### config.mk
export PLATFORM = sky130hd
export DESIGN_NAME = hazard_ctrl
export DESIGN_NICKNAME = d
export VERILOG_FILES = /design/src/rtl/pipe_pkg.sv /design/src/rtl/hazard_ctrl_fwd_sel.sv /design/src/rtl/hazard_ctrl.sv
export SDC_FILE = /design/constraint.sdc
export NUM_CORES = 1
export LEC_CHECK = 0
export ABC_AREA = 0
export BUFFER_PORTS_ARGS = -buffer_cell sky130_fd_sc_hd__buf_2
export CAP_MARGIN = 10
export CORE_UTILIZATION = 43
export DETAILED_ROUTE_END_ITERATION = 7
export PLACE_DENSITY_LB_ADDON = 0.15
export SYNTH_ARGS = -nofsm -noshare
export SYNTH_HDL_FRONTEND = slang
export SYNTH_HIERARCHICAL = 1
export SYNTH_SLANG_ARGS = --single-unit
### constraint.sdc
create_clock -name CLK -period 6.9 [get_ports CLK]
set_clock_uncertainty 0.1 [all_clocks]
set_input_delay 0.69 -clock CLK [delete_from_list [all_inputs] [get_ports CLK]]
set_output_delay 0.69 -clock CLK [all_outputs]
set_load 0.05 [all_outputs]
### src/rtl/pipe_pkg.sv
// Shared pipeline-control definitions: FSM state encoding, write-back and
// forwarding select codes, and the passb opcode used for bubbles.
package pipe_pkg;

  typedef enum logic [1:0] {
    RUN        = 2'd0,
    LOAD_STALL = 2'd1,
    MEM_WAIT   = 2'd2
  } state_t;

  localparam logic [1:0] MXRB_MEM   = 2'b01;

  localparam logic [1:0] FWD_RF     = 2'b00;
  localparam logic [1:0] FWD_EX     = 2'b01;
  localparam logic [1:0] FWD_MEM    = 2'b10;

  localparam logic [4:0] NOP_OP_ALU = 5'b10011;

endpackage

### src/rtl/hazard_ctrl_fwd_sel.sv
// Operand forwarding comparator for one ID-stage source register.
// A load sitting in EX never forwards; the load-use stall covers it.
module fwd_sel
  import pipe_pkg::*;
#(
  parameter int RA_W = 4
) (
  input  logic [RA_W-1:0] id_r,
  input  logic [RA_W-1:0] ex_WC,
  input  logic            ex_W_RB,
  input  logic [1:0]      ex_S_MXRB,
  input  logic [RA_W-1:0] mem_WC,
  input  logic            mem_W_RB,
  output logic [1:0]      fwd
);

  always_comb begin
    fwd = FWD_RF;
    if (ex_W_RB && (ex_WC == id_r) && (ex_S_MXRB != MXRB_MEM))
      fwd = FWD_EX;
    else if (mem_W_RB && (mem_WC == id_r))
      fwd = FWD_MEM;
  end

endmodule

### src/rtl/hazard_ctrl.sv
// Pipeline hazard control: load-use stall, branch squash, data-memory wait
// with timeout abort, ID-stage forwarding and a saturating stall counter.
module hazard_ctrl
  import pipe_pkg::*;
#(
  parameter int RA_W    = 4,
  parameter int TIMEOUT = 15,
  parameter int CNT_W   = 16
) (
  input  logic             CLK,
  input  logic             RESET,
  input  logic [RA_W-1:0]  id_RA,
  input  logic [RA_W-1:0]  id_RB,
  input  logic             id_use_RA,
  input  logic             id_use_RB,
  input  logic [RA_W-1:0]  ex_WC,
  input  logic             ex_W_RB,
  input  logic [1:0]       ex_S_MXRB,
  input  logic [RA_W-1:0]  mem_WC,
  input  logic             mem_W_RB,
  input  logic             br_taken,
  input  logic             dm_busy,
  output logic             pc_en,
  output logic             ifid_en,
  output logic             ifid_flush,
  output logic             idex_en,
  output logic             idex_bubble,
  output logic             exmem_en,
  output logic [1:0]       fwd_A,
  output logic [1:0]       fwd_B,
  output logic             err_timeout,
  output logic [CNT_W-1:0] stall_cnt
);

  localparam int WC_W = $clog2(TIMEOUT + 1);

  state_t          state, state_nx;
  logic [WC_W-1:0] wait_cnt, wait_nx;
  logic            err_nx;
  logic            lu, lu_ok;
  logic [1:0]      fwd_a_raw, fwd_b_raw;

  assign lu = ex_W_RB && (ex_S_MXRB == MXRB_MEM) &&
              ((id_use_RA && (id_RA == ex_WC)) || (id_use_RB && (id_RB == ex_WC)));
  // The instruction that caused a load stall is re-examined once; suppress it.
  assign lu_ok = lu && (state != LOAD_STALL);

  fwd_sel #(.RA_W(RA_W)) u_fwd_a (
    .id_r(id_RA), .ex_WC(ex_WC), .ex_W_RB(ex_W_RB), .ex_S_MXRB(ex_S_MXRB),
    .mem_WC(mem_WC), .mem_W_RB(mem_W_RB), .fwd(fwd_a_raw)
  );

  fwd_sel #(.RA_W(RA_W)) u_fwd_b (
    .id_r(id_RB), .ex_WC(ex_WC), .ex_W_RB(ex_W_RB), .ex_S_MXRB(ex_S_MXRB),
    .mem_WC(mem_WC), .mem_W_RB(mem_W_RB), .fwd(fwd_b_raw)
  );

  always_ff @(posedge CLK or posedge RESET) begin
    if (RESET) begin
      state       <= RUN;
      wait_cnt    <= '0;
      err_timeout <= 1'b0;
    end else begin
      state       <= state_nx;
      wait_cnt    <= wait_nx;
      err_timeout <= err_nx;
    end
  end

  // A non-busy MEM_WAIT cycle is the resume cycle and follows the RUN rules.
  always_comb begin
    state_nx = RUN;
    wait_nx  = '0;
    err_nx   = err_timeout;
    if ((state == MEM_WAIT) && dm_busy) begin
      if (wait_cnt == WC_W'(TIMEOUT)) begin
        err_nx = 1'b1;
      end else begin
        state_nx = MEM_WAIT;
        wait_nx  = wait_cnt + WC_W'(1);
      end
    end else if (dm_busy) begin
      state_nx = MEM_WAIT;
      wait_nx  = WC_W'(1);
    end else if (br_taken) begin
      state_nx = RUN;
    end else if (lu_ok) begin
      state_nx = LOAD_STALL;
    end
  end

  always_comb begin
    pc_en       = 1'b1;
    ifid_en     = 1'b1;
    ifid_flush  = 1'b0;
    idex_en     = 1'b1;
    idex_bubble = 1'b0;
    exmem_en    = 1'b1;
    fwd_A       = fwd_a_raw;
    fwd_B       = fwd_b_raw;
    if (RESET) begin
      pc_en       = 1'b0;
      ifid_en     = 1'b0;
      idex_en     = 1'b0;
      exmem_en    = 1'b0;
      ifid_flush  = 1'b1;
      idex_bubble = 1'b1;
      fwd_A       = FWD_RF;
      fwd_B       = FWD_RF;
    end else if (dm_busy) begin
      pc_en    = 1'b0;
      ifid_en  = 1'b0;
      idex_en  = 1'b0;
      exmem_en = 1'b0;
    end else if (br_taken) begin
      ifid_flush  = 1'b1;
      idex_bubble = 1'b1;
    end else if (lu_ok) begin
      pc_en       = 1'b0;
      ifid_en     = 1'b0;
      idex_bubble = 1'b1;
    end
  end

  always_ff @(posedge CLK or posedge RESET) begin
    if (RESET)
      stall_cnt <= '0;
    else if (!pc_en && (stall_cnt != {CNT_W{1'b1}}))
      stall_cnt <= stall_cnt + CNT_W'(1);
  end

endmodule

Word-level counts from Yosys, hierarchy flattened
Cells that the tools add are included.
{"block": "op_classes", "muxes": 27, "multipliers": 0, "eq_ne": 12, "magnitude_cmp": 0, "n_addsub": 2, "n_shift": 0, "reduce_logical": 16, "bitwise_logic": 0, "n_div": 0}
{"cell": "== test 4 bit", "n": 6}
{"cell": "two-way mux 2 bit", "n": 9}
{"cell": "adder 16 x 1 -> 16 bit, second input constant", "n": 1}
{"cell": "two-way mux 1 bit", "n": 16}
{"cell": "!= test 16 bit, second input constant", "n": 1}
{"cell": "logical AND 1 bit", "n": 13}
{"cell": "two-way mux 4 bit", "n": 2}
{"cell": "adder 4 x 1 -> 4 bit, second input constant", "n": 1}
{"cell": "== test 4 bit, second input constant", "n": 1}
{"cell": "!= test 2 x 1 -> 1 bit, second input constant", "n": 2}
{"cell": "== test 2 x 1 -> 1 bit, second input constant", "n": 1}
{"cell": "== test 2 bit, second input constant", "n": 1}
{"cell": "AND reduction 2 bit", "n": 1}
{"cell": "logical NOT 1 bit", "n": 1}
{"cell": "logical OR 1 bit", "n": 1}
{"block": "totals", "inputBits": 26, "memories": 0, "out_inout_bits": 27, "elab_cells": 61, "mem_bits_rw": 0, "regBits": 23, "latch_bits": 0, "romBits": 0}

Logic depth before layout (Yosys ltp)
Gate-level depths: netlist of run 1.
{"block": "depth", "depth_word": 11, "mapped_depth": 8, "mapped_depth_nobuf": 7}

Cells and area by module
The synthesis of run 1 kept the hierarchy.
{"mod": "hazard_ctrl", "cells_per_inst": 133, "seq_area_each_um2": 575.6, "area_per_inst_um2": 1295.0, "instances": 1}
{"mod": "fwd_sel", "cells_per_inst": 15, "seq_area_each_um2": 0.0, "area_per_inst_um2": 107.6, "instances": 2}

Worst setup path before layout of run 1
No wires, ideal clock.
{"block": "synth_timing", "path_type": "input-to-output", "start": "input dm_busy", "end": "output pc_en", "path_buffers": 1, "stages": 5, "path_slack_ns": 3.875, "required_time_ns": 6.110, "arrival_time_ns": 2.235, "path_cell_list": "nor2_1 o41a_1 nand2_4 inv_4 buf_4"}
{"block": "synth_between", "elab_chain_cells": 2}
{"item": "start: declaration", "line_no": "hazard_ctrl.sv:22", "text": "input logic dm_busy,"}
{"item": "two-way mux 1 bit (2 in a row)"}
{"item": "end: declaration", "line_no": "hazard_ctrl.sv:23", "text": "output logic pc_en,"}
No other way between the ends.

Worst setup path after layout of run 1
{"block": "layout_timing", "start": "input ex_WC[0]", "end": "output pc_en"}
{"block": "layout_between", "elab_chain_cells": 9, "word_cells_on_any_way": 11, "classes_between": "eq/ne: 2; mux: 4; reduce/logical: 5"}
{"item": "start: declaration", "line_no": "hazard_ctrl.sv:16", "text": "input logic [RA_W-1:0] ex_WC,"}
{"item": "== test 4 bit", "line_no": "hazard_ctrl.sv:44", "text": "((id_use_RA && (id_RA == ex_WC)) || (id_use_RB && (id_RB == ex_WC)));"}
{"item": "logical AND 1 bit", "line_no": "hazard_ctrl.sv:44"}
{"item": "logical OR 1 bit (*)", "line_no": "hazard_ctrl.sv:44"}
{"item": "logical AND 1 bit (*)", "line_no": "hazard_ctrl.sv:43", "text": "assign lu = ex_W_RB && (ex_S_MXRB == MXRB_MEM) &&"}
{"item": "logical AND 1 bit (*)", "line_no": "hazard_ctrl.sv:46", "text": "assign lu_ok = lu && (state != LOAD_STALL);"}
{"item": "two-way mux 1 bit (*)", "line_no": "hazard_ctrl.sv:118", "text": "end else if (lu_ok) begin"}
{"item": "two-way mux 1 bit (*)", "line_no": "hazard_ctrl.sv:115", "text": "end else if (br_taken) begin"}
{"item": "two-way mux 1 bit (*)", "line_no": "hazard_ctrl.sv:110", "text": "end else if (dm_busy) begin"}
{"item": "two-way mux 1 bit (*)", "line_no": "hazard_ctrl.sv:101", "text": "if (RESET) begin"}
Every way passes the cells marked *; elsewhere a longest branch is shown, timed or not.

==> out/results.tsv, run 1 <==
metric	value	unit
initial antenna violation count	0	
RSZ-0062 raised after global routing	false	
ANT nets after route	0	
num ports	53	
area share of the largest cell type after synthesis	0.3811	
die width	61.26	um
Post-DP Area	0.001809	sq mm
most frequent cells in the layout	52 x buf_2, 23 x dfrtp_1, 18 x xor2_1	
Max Fclk	339.9	MHz
largest net degree at the start of global routing	24	
setup bufs post-CTS	0	
Synthesis Warnings	6	
Layout Cells excl Fill	262	
Worst Setup Path Type	in2out	
Period minus WS final	2942	ps
Final Cell Area	0.001836	sq mm
Core ar.	0.003363	sq mm
first-pass iteration count of the detailed router	4	
clock root cell	clkbuf_4	
pwr dens	269.3	mW/mm^2
GRT overflow	0	
Iter 0 DRT Violations	78	
clock slew at reported path FFs	110	ps
row cnt	21	
setup TNS	0	ps
most common cell after layout, fill and taps aside	buf_2	
status	complete, no violations	
period utilisation layout	0.4264	
first-pass GRT wire length	5.230	mm
crit-path max FO	11	
gpl congestion	0.8071	
Post-synth EDFFs	0	
die footprint	0.003753	sq mm
crit end category	primary output	
via/cell ratio	5.149	
number of I/O port buffers	52	
H-tree depth	1	
final setup vio count	0	
# placed instances	258	
Seq cells post-synth	23	
cell taking the most area after synthesis	dfrtp_1	
Rel. slew slack	0.4302	
vias in the first global route	1247	
hold bufs inserted after CTS	0	
Static Leak	0.8304	nW
Hold Path Class	reg2reg	
synthesis-to-finish area growth	21.54	%
ys flop type	dfrtp_1	
Initial Utilization	0.4490	
Mapped Area	0.001510	sq mm
clk_lat worst skew	320	ps
CTS max path bufs	2	
DRC Markers	0	
ys async rst share	1.000	
fin util	0.5458	
Seq/Total Area, Yosys	0.3811	
Unique masters post-synth	40	
maxcap violations	0	
CTS resizes	0	
CTS tree	built	
wire per inst	12.46	um
crit start category	input pin	
GRT Resource Usage Total	0.1874	
Syn Nets	191	
Layout Nets	245	
max-slew violations	0	
r2r setup slk	4610	ps
Synth Instances	163	
Slew @ Worst Pin	853.7	ps
CP required	6110	ps
# diodes	0	
via count	1349	
Sink Count	23	
TritonCTS Buffers	3	
Pwr Total	494.3	uW
WL final	3.265	mm
Mean Syn Cell Area	9.265	sq um
Die Span Y	61.26	um
data arrival time of the critical path	2150	ps
layout cells sized above 1	0.3009	
dominant cells by area after synthesis	dfrtp_1 38%, xor2_1 10%, xnor2_1 8.7%	
Fin. Hold Viols	0	
post-DP HPWL	2.667	mm
Max IR drop VDD	0.1524	mV
[path summary, 6_finish.rpt]
kind | start | end | depth (start not counted)
hold / removal | err_timeout | err_timeout | 1
min in group asynchronous | RESET | stall_cnt[7] | 2
hold reg to reg | err_timeout | err_timeout | 1
setup reg to reg | state[0] | stall_cnt[8] | 7
setup / recovery | ex_WC[0] | pc_en | 7
max in group asynchronous | RESET | state[1] | 2
[synth_stat cells, types with 3 or more instances]
cell type,count
dfrtp_1,23
xor2_1,18
xnor2_1,15
nand3_1,11
a21oi_1,10
nor2_1,10
inv_1,8
nor2b_1,8
nor3_1,7
nand2_1,6
nand4_1,3
nor3_2,3
o21ai_0,3
[per-layer routing]
layer  wire, um  part of all wire  GRT usage
met4         18            0.0055    0.03571
met3        147             0.045    0.06513
met5          0                 0          0
met1       1463              0.45     0.2372
met2       1635              0.50     0.3121
[final cells by class]
cell class,count,area (sq um)
sequential,23,575.6
clock buffer,4,26.28
inverter,9,36.28
fill,346,1528
tap,46,57.56
multi-input combinational,128,879.6
timing repair buffer,52,260.3
[flip-flops by register name (all words and copies together), names as in the netlist]
| name | count |
|---|---|
| state | 2 |
| err_timeout | 1 |
| stall_cnt | 16 |
| wait_cnt | 4 |
[report_power, final]
group          switching, mW  internal, mW
sequential            0.0325         0.164
clock                 0.0395        0.0226
combinational          0.169        0.0666
[worst max-delay path, cell delays in order]
cell and delay, ps:
buf_2 140, xor2_1 170, nor3_1 180, or4bb_1 540, nand2_4 140, inv_4 70
buf_2 210
[cells by family after synthesis]
kind of cell | Yosys count | synth area share
DFF | 23 | 0.3811
buffers and inverters | 12 | 0.03645
adders and majority gates | 2 | 0.01657
AOI/OAI and AO/OA | 22 | 0.09196
and+or+nand+nor | 70 | 0.2751
muxes | 1 | 0.007456
xor gates and xnor gates | 33 | 0.1914
[through the flow]
step                worst slack (ps)  hold slack, ps
finish                          3958           391.6
global route                    3866           424.8
CTS                             3955           401.2
detailed placement              3958           372.4
global placement                3964           366.7
floorplan                       3875           392.8
Power figures use the tool's default switching activity.
==> run 2, diff against run 1 <==
- ABC_AREA: 0 -> 1
- clock period: 6.9 -> 2.7 ns (I/O delays scaled with it)
==> out/results.tsv, run 2 <==
metric	value	unit
status	complete, no violations	
Initial Utilization	0.4473	
Max IR drop VDD	0.2295	mV
crit-path max cell delay	380	ps
Slew @ Worst Pin	866.4	ps
most frequent cells in the layout	97 x nand2_1, 52 x buf_2, 50 x inv_1	
setup TNS	0	ps
Biggest register	stall_cnt	
synthesis-to-finish area growth	18.46	%
r2r setup slk	780	ps
clock slew at reported path FFs	80	ps
CP top delay family	simple AND/OR/NAND/NOR gates	
via/cell ratio	4.681	
worst r2r src	stall_cnt[0]	
GRT overflow	0	
TritonCTS Buffers	3	
DRC Markers	0	
Critical Path Slowest Stage Cell	dfrtp_1	
dominant cells by area after synthesis	dfrtp_1 32%, nand2_1 20%, inv_1 10%	
layout cells sized above 1	0.1867	
clock root cell	clkbuf_8	
Mean Syn Cell Area	6.367	sq um
Max Fclk	478.7	MHz
RSZ-0062 raised after global routing	false	
Hold Path Class	in2reg	
Reg2Reg Depth	7	
Die Span Y	66.51	um
first-pass GRT wire length	7.017	mm
area of the multi-input gates	987.2	sq um
CP required	2330	ps
register area	575.6	sq um
Fin. Hold Viols	0	
Buf+Inv Stages, Crit Path	2	
Sink Count	23	
data arrival time of the critical path	1720	ps
pwr dens	518.8	mW/mm^2
Pwr Total	1.100	mW
RR Endpoint	stall_cnt[8]	
Core ar.	0.004000	sq mm
die width	66.51	um
via count	1788	
ANT nets after route	0	
Static Leak	1.280	nW
Layout Nets	361	
num ports	53	
maxcap violations	0	
post-DP HPWL	3.217	mm
Post-synth EDFFs	0	
CTS max path bufs	2	
Synth Instances	281	
gpl congestion	0.8415	
initial antenna violation count	0	
Synthesis Warnings	6	
vias in the first global route	1637	
number of flip-flops in the largest register	16	
Rel. slew slack	0.4218	
FILL cells	424	
crit end category	primary output	
ys async rst share	1.000	
fin util	0.5299	
most common cell after layout, fill and taps aside	nand2_1	
max-slew violations	0	
Seq/Total Area, Yosys	0.3217	
setup bufs post-CTS	0	
ys flop type	dfrtp_1	
Period minus WS final	2089	ps
crit start category	flop	
Unique masters post-synth	23	
hold bufs inserted after CTS	0	
H-tree depth	1	
final setup vio count	0	
area share of the largest cell type after synthesis	0.3217	
row cnt	23	
CP Cell Sequence	a211oi_1, nand3_1, nand2_2, inv_1, buf_2	
hold path start	dm_busy	
die footprint	0.004423	sq mm
WL final	4.053	mm
crit-path max FO	19	
top cells by count, synth	97 x nand2_1, 50 x inv_1, 30 x nor2_1	
Syn Nets	309	
Mapped Area	0.001789	sq mm
CTS tree	built	
Iter 0 DRT Violations	140	
CTS resizes	0	
Top Registers	stall_cnt x16, wait_cnt x4, state x2	
Post-DP Area	0.002073	sq mm
number of I/O port buffers	52	
cell taking the most area after synthesis	dfrtp_1	
Worst Setup Path Type	reg2out	
CP startpoint	state[0]	
GRT Resource Usage Total	0.2047	
wire per inst	10.61	um
period utilisation layout	0.7737	
Seq cells post-synth	23	
# diodes	0	
most common cell in the netlist	nand2_1	
end of the critical path	ifid_en	
Final Cell Area	0.002120	sq mm
first-pass iteration count of the detailed router	4	
largest net degree at the start of global routing	24	
Crit path depth	5	
clk_lat worst skew	260	ps
==> run 2: cell count changes in the layout (fill, tap and decap cells not counted), moves of 3 or more <==
cell and change:
xnor2_1 -8, clkbuf_4 -3, a21oi_1 -8, clkbuf_8 +3, xor2_1 -7, nand2_1 +91, nor2_1 +20, nor2b_1 -8
inv_1 +42, nand3_1 +18, o21ai_0 +3, nor3_2 -3
==> run 2: worst register-to-register path, cell delays in order, from the launching register on <==
cell and delay [ps]:
dfrtp_1 410, ha_1 210, nand3_1 160, nor3_4 280, nand4_4 290, nand2_4 270, nand2_1 80, nand2_1 60
==> run 2: how the worst min path moves through the flow <==
| stage | slack (ps) | to | cells after the start |
|---|---|---|---|
| 2_1_floorplan | 170 | err_timeout | 1 |
| 3_3_place_gp | 360 | err_timeout | 1 |
| 3_5_place_dp | 390 | wait_cnt[2] | 1 |
| 4_1_cts | 120 | state[0] | 2 |
| 5_1_grt | 120 | state[0] | 2 |
| 6_report | 120 | state[0] | 2 |
==> run 2: cells by family after synthesis <==
kind of cell             after synthesis  share of synthesized area
adder cells (fa/ha/maj)                2                    0.01398
buffers and inverters                 55                     0.1266
XOR/XNOR                              18                    0.08811
AND/OR/NAND/NOR                      171                     0.4119
flip-flops                            23                     0.3217
AO/OA/AOI/OAI                         12                    0.03777
==> run 2: cell type report <==
cell class                      count  share of cell area
Tap cell                           50             0.02952
Inverter                           50             0.08855
Multi-Input combinational cell    203              0.4658
Clock inverter                      1            0.002361
Clock buffer                        3             0.01948
Timing Repair Buffer               52              0.1228
Sequential cell                    23              0.2715
==> run 2: power breakdown <==
| part | switching, mW | internal (mW) |
|---|---|---|
| Clock | 0.106 | 0.103 |
| Combinational | 0.317 | 0.125 |
| Sequential | 0.0595 | 0.389 |
==> run 2: per-layer routing <==
| metal | vias up | wire [um] | GRT usage | part of all wire |
|---|---|---|---|---|
| met4 | 0 | 46 | 0.05585 | 0.011 |
| met2 | 40 | 1878 | 0.3431 | 0.46 |
| li1 | 960 | - | - | - |
| met1 | 784 | 1911 | 0.2727 | 0.47 |
| met5 | - | 0 | 0 | 0 |
| met3 | 4 | 216 | 0.03082 | 0.053 |
==> run 2: through the flow <==
step	worst slack, ps	instances	hold slack, ps
after floorplan	190.1	281	171.9
after global placement	737.4	378	356.0
after detailed placement	734.2	378	388.6
after CTS	601.0	382	116.4
after global routing	457.7	382	119.9
final	611.0	382	115.2
